File: src/rtl/audio_sample_fifo.sv
// Stereo {left,right} sample FIFO feeding the I2S transmitter; one pair popped per sample_pulse.
// Optional build macro AUDIO_FIFO_UNDERRUN_CNT_EN adds underrun_clr / underrun_count.
module audio_sample_fifo #(
  parameter int BITS             = 16,
  parameter int DEPTH_LOG2       = 4,
  parameter int LOW_WATER        = 4,
  parameter int HOLD_ON_UNDERRUN = 1
) (
  input  logic                  clk_in,
  input  logic                  reset,
  input  logic                  wr_valid,
  output logic                  wr_ready,
  input  logic [BITS-1:0]       wr_left,
  input  logic [BITS-1:0]       wr_right,
  input  logic                  sample_pulse,
  output logic [BITS-1:0]       DAC_Left,
  output logic [BITS-1:0]       DAC_Right,
  output logic [DEPTH_LOG2:0]   level,
  output logic                  empty,
  output logic                  refill_req,
  output logic                  underrun
`ifdef AUDIO_FIFO_UNDERRUN_CNT_EN
  ,
  input  logic                  underrun_clr,
  output logic [15:0]           underrun_count
`endif
);

  localparam int                  DEPTH     = 1 << DEPTH_LOG2;
  localparam logic [DEPTH_LOG2:0] DEPTH_LVL = DEPTH[DEPTH_LOG2:0];
  localparam logic [DEPTH_LOG2:0] LOW_LVL   = LOW_WATER[DEPTH_LOG2:0];
  localparam logic [DEPTH_LOG2:0] LVL_ONE   = {{DEPTH_LOG2{1'b0}}, 1'b1};
  localparam logic [DEPTH_LOG2-1:0] PTR_ONE = {{(DEPTH_LOG2-1){1'b0}}, 1'b1};

  logic [2*BITS-1:0]     mem_r [DEPTH];
  logic [DEPTH_LOG2-1:0] wr_ptr_r;
  logic [DEPTH_LOG2-1:0] rd_ptr_r;
  logic [DEPTH_LOG2:0]   level_r;
  logic [BITS-1:0]       dac_left_r;
  logic [BITS-1:0]       dac_right_r;
  logic                  underrun_r;
  logic                  push_s;
  logic                  pop_s;
  logic                  urun_s;
  logic                  empty_s;
  logic                  ready_s;
  logic [2*BITS-1:0]     rd_pair_s;

  // Status flags decode only the registered level, so wr_ready never depends on this cycle's pop.
  always_comb begin
    empty_s   = (level_r == {(DEPTH_LOG2+1){1'b0}});
    ready_s   = (level_r != DEPTH_LVL);
    rd_pair_s = mem_r[rd_ptr_r];
    push_s    = 1'b0;
    pop_s     = 1'b0;
    urun_s    = 1'b0;
    if (wr_valid && ready_s) begin
      push_s = 1'b1;
    end else begin
      push_s = 1'b0;
    end
    if (sample_pulse && !empty_s) begin
      pop_s = 1'b1;
    end else if (sample_pulse) begin
      urun_s = 1'b1;
    end else begin
      pop_s  = 1'b0;
      urun_s = 1'b0;
    end
  end

  // Sample storage; contents need no reset because level gates every read.
  always_ff @(posedge clk_in) begin
    if (push_s) begin
      mem_r[wr_ptr_r] <= {wr_left, wr_right};
    end
  end

  // Pointers, level, DAC holding registers and the underrun strobe.
  always_ff @(posedge clk_in) begin
    if (reset) begin
      wr_ptr_r    <= {DEPTH_LOG2{1'b0}};
      rd_ptr_r    <= {DEPTH_LOG2{1'b0}};
      level_r     <= {(DEPTH_LOG2+1){1'b0}};
      dac_left_r  <= {BITS{1'b0}};
      dac_right_r <= {BITS{1'b0}};
      underrun_r  <= 1'b0;
    end else begin
      underrun_r <= urun_s;
      if (push_s) begin
        wr_ptr_r <= wr_ptr_r + PTR_ONE;
      end
      if (pop_s) begin
        rd_ptr_r    <= rd_ptr_r + PTR_ONE;
        dac_left_r  <= rd_pair_s[2*BITS-1:BITS];
        dac_right_r <= rd_pair_s[BITS-1:0];
      end else if (urun_s && (HOLD_ON_UNDERRUN == 0)) begin
        dac_left_r  <= {BITS{1'b0}};
        dac_right_r <= {BITS{1'b0}};
      end
      case ({push_s, pop_s})
        2'b10:   level_r <= level_r + LVL_ONE;
        2'b01:   level_r <= level_r - LVL_ONE;
        default: level_r <= level_r;
      endcase
    end
  end

`ifdef AUDIO_FIFO_UNDERRUN_CNT_EN
  logic [15:0] urun_cnt_r;

  // Saturating underrun counter; a clear beats a coincident underrun.
  always_ff @(posedge clk_in) begin
    if (reset || underrun_clr) begin
      urun_cnt_r <= 16'h0000;
    end else if (urun_s && (urun_cnt_r != 16'hFFFF)) begin
      urun_cnt_r <= urun_cnt_r + 16'h0001;
    end
  end

  assign underrun_count = urun_cnt_r;
`endif

  assign wr_ready   = ready_s;
  assign level      = level_r;
  assign empty      = empty_s;
  assign refill_req = (level_r <= LOW_LVL);
  assign underrun   = underrun_r;
  assign DAC_Left   = dac_left_r;
  assign DAC_Right  = dac_right_r;

endmodule

File: config.mk
export PLATFORM = sky130hd
export DESIGN_NAME = audio_sample_fifo
export DESIGN_NICKNAME = d
export VERILOG_FILES = /design/src/rtl/audio_sample_fifo.sv
export SDC_FILE = /design/constraint.sdc
export NUM_CORES = 1
export LEC_CHECK = 0
export ABC_CLOCK_PERIOD_IN_PS = 4700
export CAP_MARGIN = 20
export CORE_ASPECT_RATIO = 1.5
export CORE_UTILIZATION = 25
export CTS_CLUSTER_SIZE = 16
export DETAILED_ROUTE_END_ITERATION = 10
export PLACE_DENSITY_LB_ADDON = 0.3
export SLEW_MARGIN = 20
export SYNTH_ARGS = -nofsm -noshare
export SYNTH_HDL_FRONTEND = slang
export SYNTH_SLANG_ARGS = --single-unit
File: constraint.sdc
create_clock -name clk_in -period 4.7 [get_ports clk_in]
set_input_delay 0.705 -clock clk_in [delete_from_list [all_inputs] [get_ports clk_in]]
set_output_delay 0.705 -clock clk_in [all_outputs]
set_load 0.01 [all_outputs]
Word-level counts from Yosys, hierarchy flattened
Memory sizes are Yosys's and may differ from the RTL's. A register that Yosys moved wholly into a read port is not among the register bits.
Index checks and enable logic that the tools add are counted.

operators by class
  reduce and logical (&&, ||, !) cells = 6
  eq/ne operators = 3
  magnitude comparators = 1
  add/subtract/negate cells = 4
  multiplexer cells = 6

operators with widths
  operator             number
  $pmux 5 s2           1
  $add 4x1->4 const B  2
  $add 5x1->5 const B  1
  $le 5x3->1 const B   1
  $logic_not 5->1      1
  $mux 1               5
  $ne 5x5->1 const B   1
  $sub 5x1->5 const B  1
  $eq 2x1->1 const B   1
  $eq 2x2->1 const B   1
  $logic_and 1x1->1    2
  $reduce_bool 2->1    1
  $reduce_or 2->1      1
  $logic_not 1->1      1

word-level totals
  input bits = 36
  output and inout port bits = 41
  register bits after elaboration = 14
  memories = 1
  logic and storage cells = 25
  RAM bits = 512

memories
  name   words  bits a word  read ports  clocked after memory_dff  wr ports  line  text
  mem_r  16     32           1           1                         1         35    logic [2*BITS-1:0] mem_r [DEPTH];

Longest topological paths before layout
Gate-level depths: netlist of run 1.

  depth after elaboration = 6
  mapped depth = 9
  mapped depth without buffers = 9

Worst setup path after synthesis of run 1
No wires, ideal clock.

  kind = input to register
  start point = input port wr_valid
  end point = memory mem_r[0][0] in the netlist's numbering, enable pin
  stages = 3
  data required time = 4.239 ns
  slack = 0.776 ns
  path buffers = 0
  data arrival time = 3.463 ns
  setup time = 0.461 ns
  cell sequence = a21boi_1 > nand2_1 > nor3_1

on the way
  longest elaborated chain between the ends = 4

ends and longest elaborated chain
  what                          line  text
  start: declaration            11    input logic wr_valid,
  $logic_and 1x1->1             57    if (wr_valid && ready_s) begin
  $mux 1                        57
  $mux 1                        74    if (push_s) begin
  $mux 1 (not written as such)  75    mem_r[wr_ptr_r] <= {wr_left, wr_right};
  end: declaration              35

No other way between the ends.

Worst setup path in the final report of run 1
  start point = register level_r[0], in the netlist level[0]
  end point = output port empty

on the way
  longest elaborated chain between the ends = 1

ends and longest elaborated chain
  what                      line  text
  start: declaration        38    logic [DEPTH_LOG2:0] level_r;
  start signal: assignment  84    level_r <= {(DEPTH_LOG2+1){1'b0}};
  start signal: assignment  102   2'b10: level_r <= level_r + LVL_ONE;
  start signal: assignment  103   2'b01: level_r <= level_r - LVL_ONE;
  $logic_not 5->1           51    empty_s = (level_r == {(DEPTH_LOG2+1){1'b0}});
  end: declaration          19    output logic empty,

No other way between the ends.

==> reports/qor.txt, run 1 <==
Run status = completed
Synthesized area = 21200 um2
Hold EP = DAC_Left[1]
Setup TNS = 0 ns
Placed cell areas = 23500 um2
Hpwl dp = 26100 um
Fin worst setup slack = 1.60 ns
Critical Path AT = 2.39 ns
Top_reg_cell synth = edfxtp_1
Pre-CTS setup slack = 1.09 ns
# diodes = 0
Post-Route Utilization = 29.9%
Largest net degree at the start of global routing = 56
Slew @ Worst Pin = 1.04 ns
Slew Viols, Final = 0
Gpl congestion = 0.673
Longest Clk Path Bufs = 3
Crit Reg-Reg Endpoint = level[4]
Post-synth top area cell = edfxtp_1
Core area = 83900 um2
GR Overflow Total = 0
Synth warn = 0
Max Clock Freq = 323 MHz
Worst R2R Start = level[1]
Static Leak = 7.55 nW
Depth of the most critical reg-to-reg path = 9
Rel. slew slack = 30.6%
Post_cts resized = 0
Layout Cell Area excl Fill = 25100 um2
Synth async-reset ratio = 0%
H-tree Lvls = 2
Hold wc startpoint = DAC_Left[1]
Die width = 240 um
Unrepaired setup endpoints after global routing = false
CTS tree = built
Syn nets = 1005
WL/cell = 21.3 um
Synth cell count leaders = edfxtp_1, mux4_2, nor2_1
Sequential share of the synthesized area = 76.9%
Setup Buffers After CTS = 0
Initial antenna violation count = 4
Via count = 9642
Hold crit path type = flop to flop
Ports = 77
Final hold viol count = 0
Hold_buf cts = 0
Yosys cell types = 39
Syn Inst Count = 959
Sink Count = 558
Synth area leaders = edfxtp_1, mux4_2, dfxtp_1
Height of the chip = 359 um
Drt drc = 0
DRT Pass-1 Iters = 4
Critical path startpoint category = flop
Top-count cell post-synth = edfxtp_1
Wirelength, routed = 47300 um
FF+latch count, synth = 558
Die area = 86000 um2
Mean Syn Cell Area = 22.1 um2
Root Buffer = clkbuf_16
Final net count = 1107
Hold path depth = 1
Port bufs = 76
Crit path capture type = primary output
Synth-to-layout area growth = 18.6%
DP Cell Count = 2131
Total Routing Usage GR = 11.2%
Row Count = 130
Starting Density = 25.3%
Crit Path Class = flop to primary output
Share of cells above drive strength 1 = 26.5%
Antenna-violating nets left = 0
Max FO, Critical Path = 7
Max-cap viol count = 0
CTS Buf Count = 50
Period utilization = 65.9%
Peak VDD IR = 0.246 mV
Top cell type's share of synthesized area = 72.5%
Vias per cell = 4.34
Power Density = 496 nW/um2
EDFF count, synth = 512
WP data required = 3.99 ns
Clock-pin slew on the worst setup and hold paths = 0.07 ns
Setup Skew = 0.0251 ns
Minimum clock period = 3.10 ns
Global-route wire length before repair = 70300 um
Setup-failing EPs final = 0
Detailed Route Iter0 Violations = 612
Clock latency on the worst-skew pair = 0.59 ns
Number of global-route vias before repair = 10500
Non-filler cells, final = 2223
R2r setup slk = 1.73 ns
per-stage QoR:
step	power [mW]	hold slack [ns]
2_1_floorplan	7.67	0.516
3_3_place_gp	8.56	0.475
3_5_place_dp	8.58	0.476
4_1_cts	12.7	0.494
5_1_grt	13.0	0.506
6_report	12.5	0.490
state kept, by name, summed over array words and instances, names as in the netlist:
name and count:
mem_r 512, wr_ptr_r 4, DAC_Left 16, level 5, underrun 1, DAC_Right 16
rd_ptr_r 4
routing by layer:
layer | global-route usage [%] | vias to the layer above | routed length, um
met3 | 1.70 | 66 | 1780
met4 | 3.59 | 8 | 1090
li1 | - | 4195 | -
met2 | 20.2 | 161 | 24900
met5 | 0 | - | 47
met1 | 13.5 | 5212 | 19500
cell families (layout without fill, tap and decap cells):
| group | Yosys count | count (layout) | share of synthesized area, % |
|---|---|---|---|
| simple gates | 82 | 82 | 1.66 |
| compound gates | 46 | 46 | 2.08 |
| mux | 197 | 197 | 17.1 |
| flops | 558 | 558 | 76.9 |
| xor+xnor | 9 | 9 | 0.372 |
| buf+inv | 57 | 199 | 1.32 |
| fa+ha+maj | 10 | 10 | 0.626 |
worst max-delay path by stage:
stage / startpoint / to / slack (ns) / cells after the start
after detailed placement: wr_valid / level[4] / 1.09 / 9
after floorplan: wr_valid / mem_r[0][0] / 0.78 / 3
after CTS: level[0] / empty / 1.53 / 3
after global routing: level[0] / empty / 1.46 / 3
final: level[0] / empty / 1.60 / 3
after global placement: wr_valid / level[4] / 1.13 / 9
worst max-delay path: stages, from the launching register on:
cell	delay (ns)
dfxtp_1	0.39
or4_1	0.74
nor2_1	0.15
clkdlybuf4s50_1	0.55
power breakdown:
part | leakage (nW) | total (mW) | internal (mW) | switching, mW
combinational | 1.75 | 2.51 | 1.31 | 1.20
clock | 0.798 | 4.07 | 2.29 | 1.78
sequential | 5.00 | 5.87 | 5.68 | 0.187
cells in the final DEF (no fill, tap or decap), types with 21 or more instances in the layout:
cell / n
mux2i_1: 36
nor2_1: 49
a221o_1: 32
edfxtp_1: 512
clkbuf_16: 51
mux2_2: 33
dfxtp_1: 43
buf_4: 21
clkdlybuf4s50_1: 76
mux4_2: 128
final cells by class:
type	instances	area (um2)
clock inverters	28	251
flip-flops and latches	558	16300
fillers	8252	58800
well taps	1122	1400
multi-input cells	344	4740
inverters	4	15.0
repair buffers	103	1040
clock buffers	64	1380
No activity file was read; power rests on OpenSTA's default activity.
==> inputs of run 2 (changes only) <==
ABC_CLOCK_PERIOD_IN_PS = 3200   (was 4700)
clock period = 3.2 ns   (was 4.7 ns; I/O delays follow)
==> run 2 against run 1 <==
  * Utilization grew 0.32 points
  * Wire length grew 0.83%
  * Via count grew 0.24%
  * Total power grew 46%
  * Combinational power grew 51%
  * Register-to-register slack lost 1.3 ns
  * Clock power grew 43%
  * Hold slack is essentially flat
  * First-iteration DRC count shrank 9.5%
  * Critical path depth is the same
  * Flip-flop and latch count is the same
  * Sequential share of layout area shrank 0.68 points
==> reports/qor.txt, run 2 (synthesis gave the netlist of run 1 again) <==
Slowest stage cell, crit path = or4_1
Crit path capture type = primary output
Largest stage delay on the critical path = 0.73 ns
Clock latency on the worst-skew pair = 0.59 ns
DRT Pass-1 Iters = 4
Max-cap viol count = 0
Die area = 86000 um2
Gpl congestion = 0.688
Worst R2R Start = level[0]
Peak VDD IR = 0.411 mV
DP Cell Count = 2150
Max Clock Freq = 346 MHz
Max reg flops = 512
Final net count = 1126
Crit Reg-Reg Endpoint = level[4]
Initial antenna violation count = 3
Via count = 9665
Post-Route Utilization = 30.3%
Drt drc = 0
Unrepaired setup endpoints after global routing = false
Hold WS = 0.490 ns
Port bufs = 76
Die width = 240 um
Wirelength, routed = 47700 um
WP data required = 2.72 ns
Ports = 77
Row Count = 130
Minimum clock period = 2.89 ns
Slew Viols, Final = 0
Clock-pin slew on the worst setup and hold paths = 0.06 ns
End point of the critical path = empty
Layout Cell Area excl Fill = 25400 um2
Run status = completed
Static Leak = 7.63 nW
Largest net degree at the start of global routing = 41
Longest Clk Path Bufs = 3
Crit-path cells = or4_1 -> nor2_1 -> clkdlybuf4s50_1
Post_cts resized = 0
Global-route wire length before repair = 71000 um
Critical path startpoint category = flop
Sink Count = 558
Worst Setup SP = level[0]
Hold crit path type = flop to flop
Period utilization = 90.4%
Power Density = 718 nW/um2
Placed cell areas = 23800 um2
Max FO, Critical Path = 7
Most frequent cells in the layout = edfxtp_1, mux4_2, clkdlybuf4s50_1
Setup TNS = 0 ns
Root Buffer = clkbuf_16
Setup Skew = 0.0276 ns
Antenna-violating nets left = 0
Setup Buffers After CTS = 0
Hold path depth = 1
Total Routing Usage GR = 11.3%
GR Overflow Total = 0
CTS tree = built
Hpwl dp = 26500 um
Slew @ Worst Pin = 1.04 ns
Number of global-route vias before repair = 10600
Height of the chip = 359 um
Detailed Route Iter0 Violations = 554
Critical Path AT = 2.41 ns
Biggest register = mem_r
Commonest non-fill, non-tap cell in the layout = edfxtp_1
Final hold viol count = 0
WL/cell = 21.2 um
Rel. slew slack = 30.7%
Crit Path Class = flop to primary output
Hold_buf cts = 0
Synth-to-layout area growth = 19.8%
Core area = 83900 um2
H-tree Lvls = 2
Vias per cell = 4.30
CTS Buf Count = 50
Fill cells = 8206
R2r setup slk = 0.46 ns
Starting Density = 25.3%
Setup-failing EPs final = 0
Non-filler cells, final = 2246
Share of cells above drive strength 1 = 26.5%
Depth of the most critical reg-to-reg path = 8
==> run 2: cell types whose count changed in the layout (fill, tap and decap cells not counted), moves of 2 or more <==
| cell | change |
|---|---|
| nor3_2 | -4 |
| clkinvlp_4 | -3 |
| buf_12 | +13 |
| clkbuf_8 | -3 |
| clkbuf_1 | +8 |
| clkinv_2 | -9 |
| buf_4 | +6 |
| nor3_4 | +4 |
| clkinv_1 | +8 |
| diode_2 | +2 |
==> run 2: worst max-delay path: cells and delay by family (launching register included) <==
family / cells / cell delay, ns
buffers and inverters: 1 / 0.54
flip-flops: 1 / 0.40
AND/OR/NAND/NOR: 2 / 0.88
==> run 2: cell type report <==
class,instances,area (um2),share of cell area [%]
sequential,558,16300,64.2
multi-input combinational,344,4760,18.8
tap,1122,1400,5.53
timing repair buffer,122,1340,5.29
clock buffer,68,1340,5.27
clock inverter,26,218,0.857
inverter,4,15.0,0.0591
antenna,2,5.00,0.0197
==> run 2: how the worst min path moves through the flow <==
stage / startpoint / to / slack, ns
after floorplan: rd_ptr_r[2] / rd_ptr_r[2] / 0.52
after global placement: DAC_Right[2] / DAC_Right[2] / 0.47
after detailed placement: DAC_Right[1] / DAC_Right[1] / 0.48
after CTS: DAC_Left[7] / DAC_Left[7] / 0.49
after global routing: DAC_Left[2] / DAC_Left[2] / 0.51
final: DAC_Left[2] / DAC_Left[2] / 0.49
==> run 2: power breakdown <==
group | switching, mW | internal [mW] | total (mW) | leakage [nW]
sequential | 0.289 | 8.34 | 8.63 | 5.00
clock | 2.64 | 3.19 | 5.82 | 0.752
combinational | 1.75 | 2.03 | 3.78 | 1.87
total | 4.67 | 13.6 | 18.2 | 7.63
==> run 2: through the flow <==
step	power, mW	worst slack (ns)
finish	18.2	0.306
global route	19.0	0.178
CTS	18.5	0.263
detailed placement	12.7	0.111
global placement	12.7	0.157
floorplan	11.3	0.218
==> run 2: metal layers <==
layer	up-vias	wire [um]	GRT usage [%]
li1	4236	-	-
met1	5193	19400	13.5
met2	169	25200	20.2
met3	63	2110	2.00
met4	4	1060	3.62
met5	-	18	0
==> inputs of run 3 (changes only) <==
CELL_PAD_IN_SITES_DETAIL_PLACEMENT = 0   (was default)
CELL_PAD_IN_SITES_GLOBAL_PLACEMENT = 1   (was default)
==> run 3 against run 2 <==
  * Critical path depth is 1 higher
  * Clock power is 11% higher
  * Hold slack better by 0.0054 ns
  * Die area stayed put
  * Critical endpoint unchanged
  * Design area is 1.6% higher
  * Highest routed layer unchanged
  * Critical path type unchanged
  * Fmax is 2.1% lower
==> reports/qor.txt, run 3 (synthesis gave the netlist of run 1 again) <==
Run status = completed
Max-cap viol count = 0
Global-route wire length before repair = 73800 um
Crit Reg-Reg Endpoint = level[4]
Critical Path AT = 2.47 ns
Core area = 83900 um2
DRT Pass-1 Iters = 4
Port bufs = 76
Slew @ Worst Pin = 0.758 ns
Setup TNS = 0 ns
Hold wc startpoint = DAC_Right[15]
Largest net degree at the start of global routing = 37
Sequential share of power = 45.7%
Final hold viol count = 0
Hpwl dp = 27500 um
Clock power share = 33.9%
Commonest non-fill, non-tap cell in the layout = edfxtp_1
Logic pwr share = 20.4%
Synth-to-layout area growth = 21.8%
Number of global-route vias before repair = 10700
Die width = 240 um
# diodes = 0
R2r setup slk = 0.51 ns
Via count = 9683
Total Routing Usage GR = 11.8%
Minimum clock period = 2.95 ns
Share of cells above drive strength 1 = 27.6%
Hold crit path type = flop to flop
Sink Count = 558
Max reg flops = 512
Unrepaired setup endpoints after global routing = false
Biggest register = mem_r
CTS tree = built
H-tree Lvls = 2
Post_cts resized = 0
Row Count = 130
Starting Density = 25.3%
Gpl congestion = 0.711
Switching Share = 25.3%
Depth of the most critical reg-to-reg path = 8
Die area = 86000 um2
Initial antenna violation count = 3
Peak VDD IR = 0.427 mV
CTS Buf Count = 53
Final net count = 1132
Power Density = 737 nW/um2
Antenna-violating nets left = 0
Crit Path Class = flop to primary output
Rel. slew slack = 49.5%
Hold EP = DAC_Right[15]
Clock latency on the worst-skew pair = 0.60 ns
Longest Clk Path Bufs = 3
Post-Route Utilization = 30.7%
Setup-failing EPs final = 0
WP data required = 2.72 ns
Crit path capture type = primary output
Root Buffer = clkbuf_16
DP Cell Count = 2153
Worst R2R Start = level[1]
Clock-pin slew on the worst setup and hold paths = 0.06 ns
Height of the chip = 359 um
Critical path startpoint category = flop
Ports = 77
Vias per cell = 4.30
Drt drc = 0
WL/cell = 22.1 um
Non-filler cells, final = 2252
Max Clock Freq = 338 MHz
Wirelength, routed = 49900 um
Static Leak = 7.80 nW
GR Overflow Total = 0
Hold path depth = 1
Pint = 14.2 mW
Slew Viols, Final = 0
Net Switching = 4.82 mW
Max FO, Critical Path = 7
Setup Buffers After CTS = 0
Period utilization = 92.3%
Most frequent cells in the layout = edfxtp_1, mux4_2, clkdlybuf4s50_1
Detailed Route Iter0 Violations = 595
Hold_buf cts = 0
Setup Skew = 0.0184 ns
run 3: cell type report:
class / count / area (um2)
Fill cell: 8133 / 58100
Inverter: 4 / 15.0
Tap cell: 1122 / 1400
Clock buffer: 80 / 1560
Timing Repair Buffer: 125 / 1530
Multi-Input combinational cell: 344 / 4760
Sequential cell: 558 / 16300
Clock inverter: 19 / 229
run 3: worst max path at each step:
stage	startpoint	end	slack, ns
floorplan	level[0]	mem_r[12][0]	0.22
global placement	wr_valid	level[4]	0.20
detailed placement	wr_valid	level[4]	0.20
CTS	level[0]	empty	0.17
global route	level[0]	empty	0.10
finish	level[0]	empty	0.25
run 3: power by group through the flow:
stage               Clock, mW  Sequential (mW)  Combinational, mW
finish                   6.45             8.70               3.88
global route             6.87             8.76               4.24
CTS                      6.63             8.72               4.01
detailed placement          0             8.87               4.00
global placement            0             8.86               3.97
floorplan                   0             8.73               2.53
run 3: through the flow:
step	setup slack [ns]	cell area [um2]	total power [mW]	hold slack [ns]
after floorplan	0.218	21200	11.3	0.516
after global placement	0.201	24000	12.8	0.476
after detailed placement	0.199	24000	12.9	0.482
after CTS	0.170	25800	19.4	0.497
after global routing	0.104	25800	19.9	0.521
final	0.245	25800	19.0	0.495
run 3: critical path, stage by stage, from the launching register on:
cell and delay, ns:
dfxtp_1 0.32, buf_4 0.16, or4_1 0.72, nor2_1 0.15, clkdlybuf4s50_1 0.54
run 3: metal layers:
metal / up-vias / part of all wire (%) / track usage, % / wire length (um)
li1: 4256 / - / - / -
met1: 5195 / 42 / 14.5 / 20700
met2: 160 / 53 / 21.4 / 26300
met3: 68 / 3.5 / 1.77 / 1750
met4: 4 / 2.2 / 3.41 / 1080
met5: - / 0.046 / 0 / 23
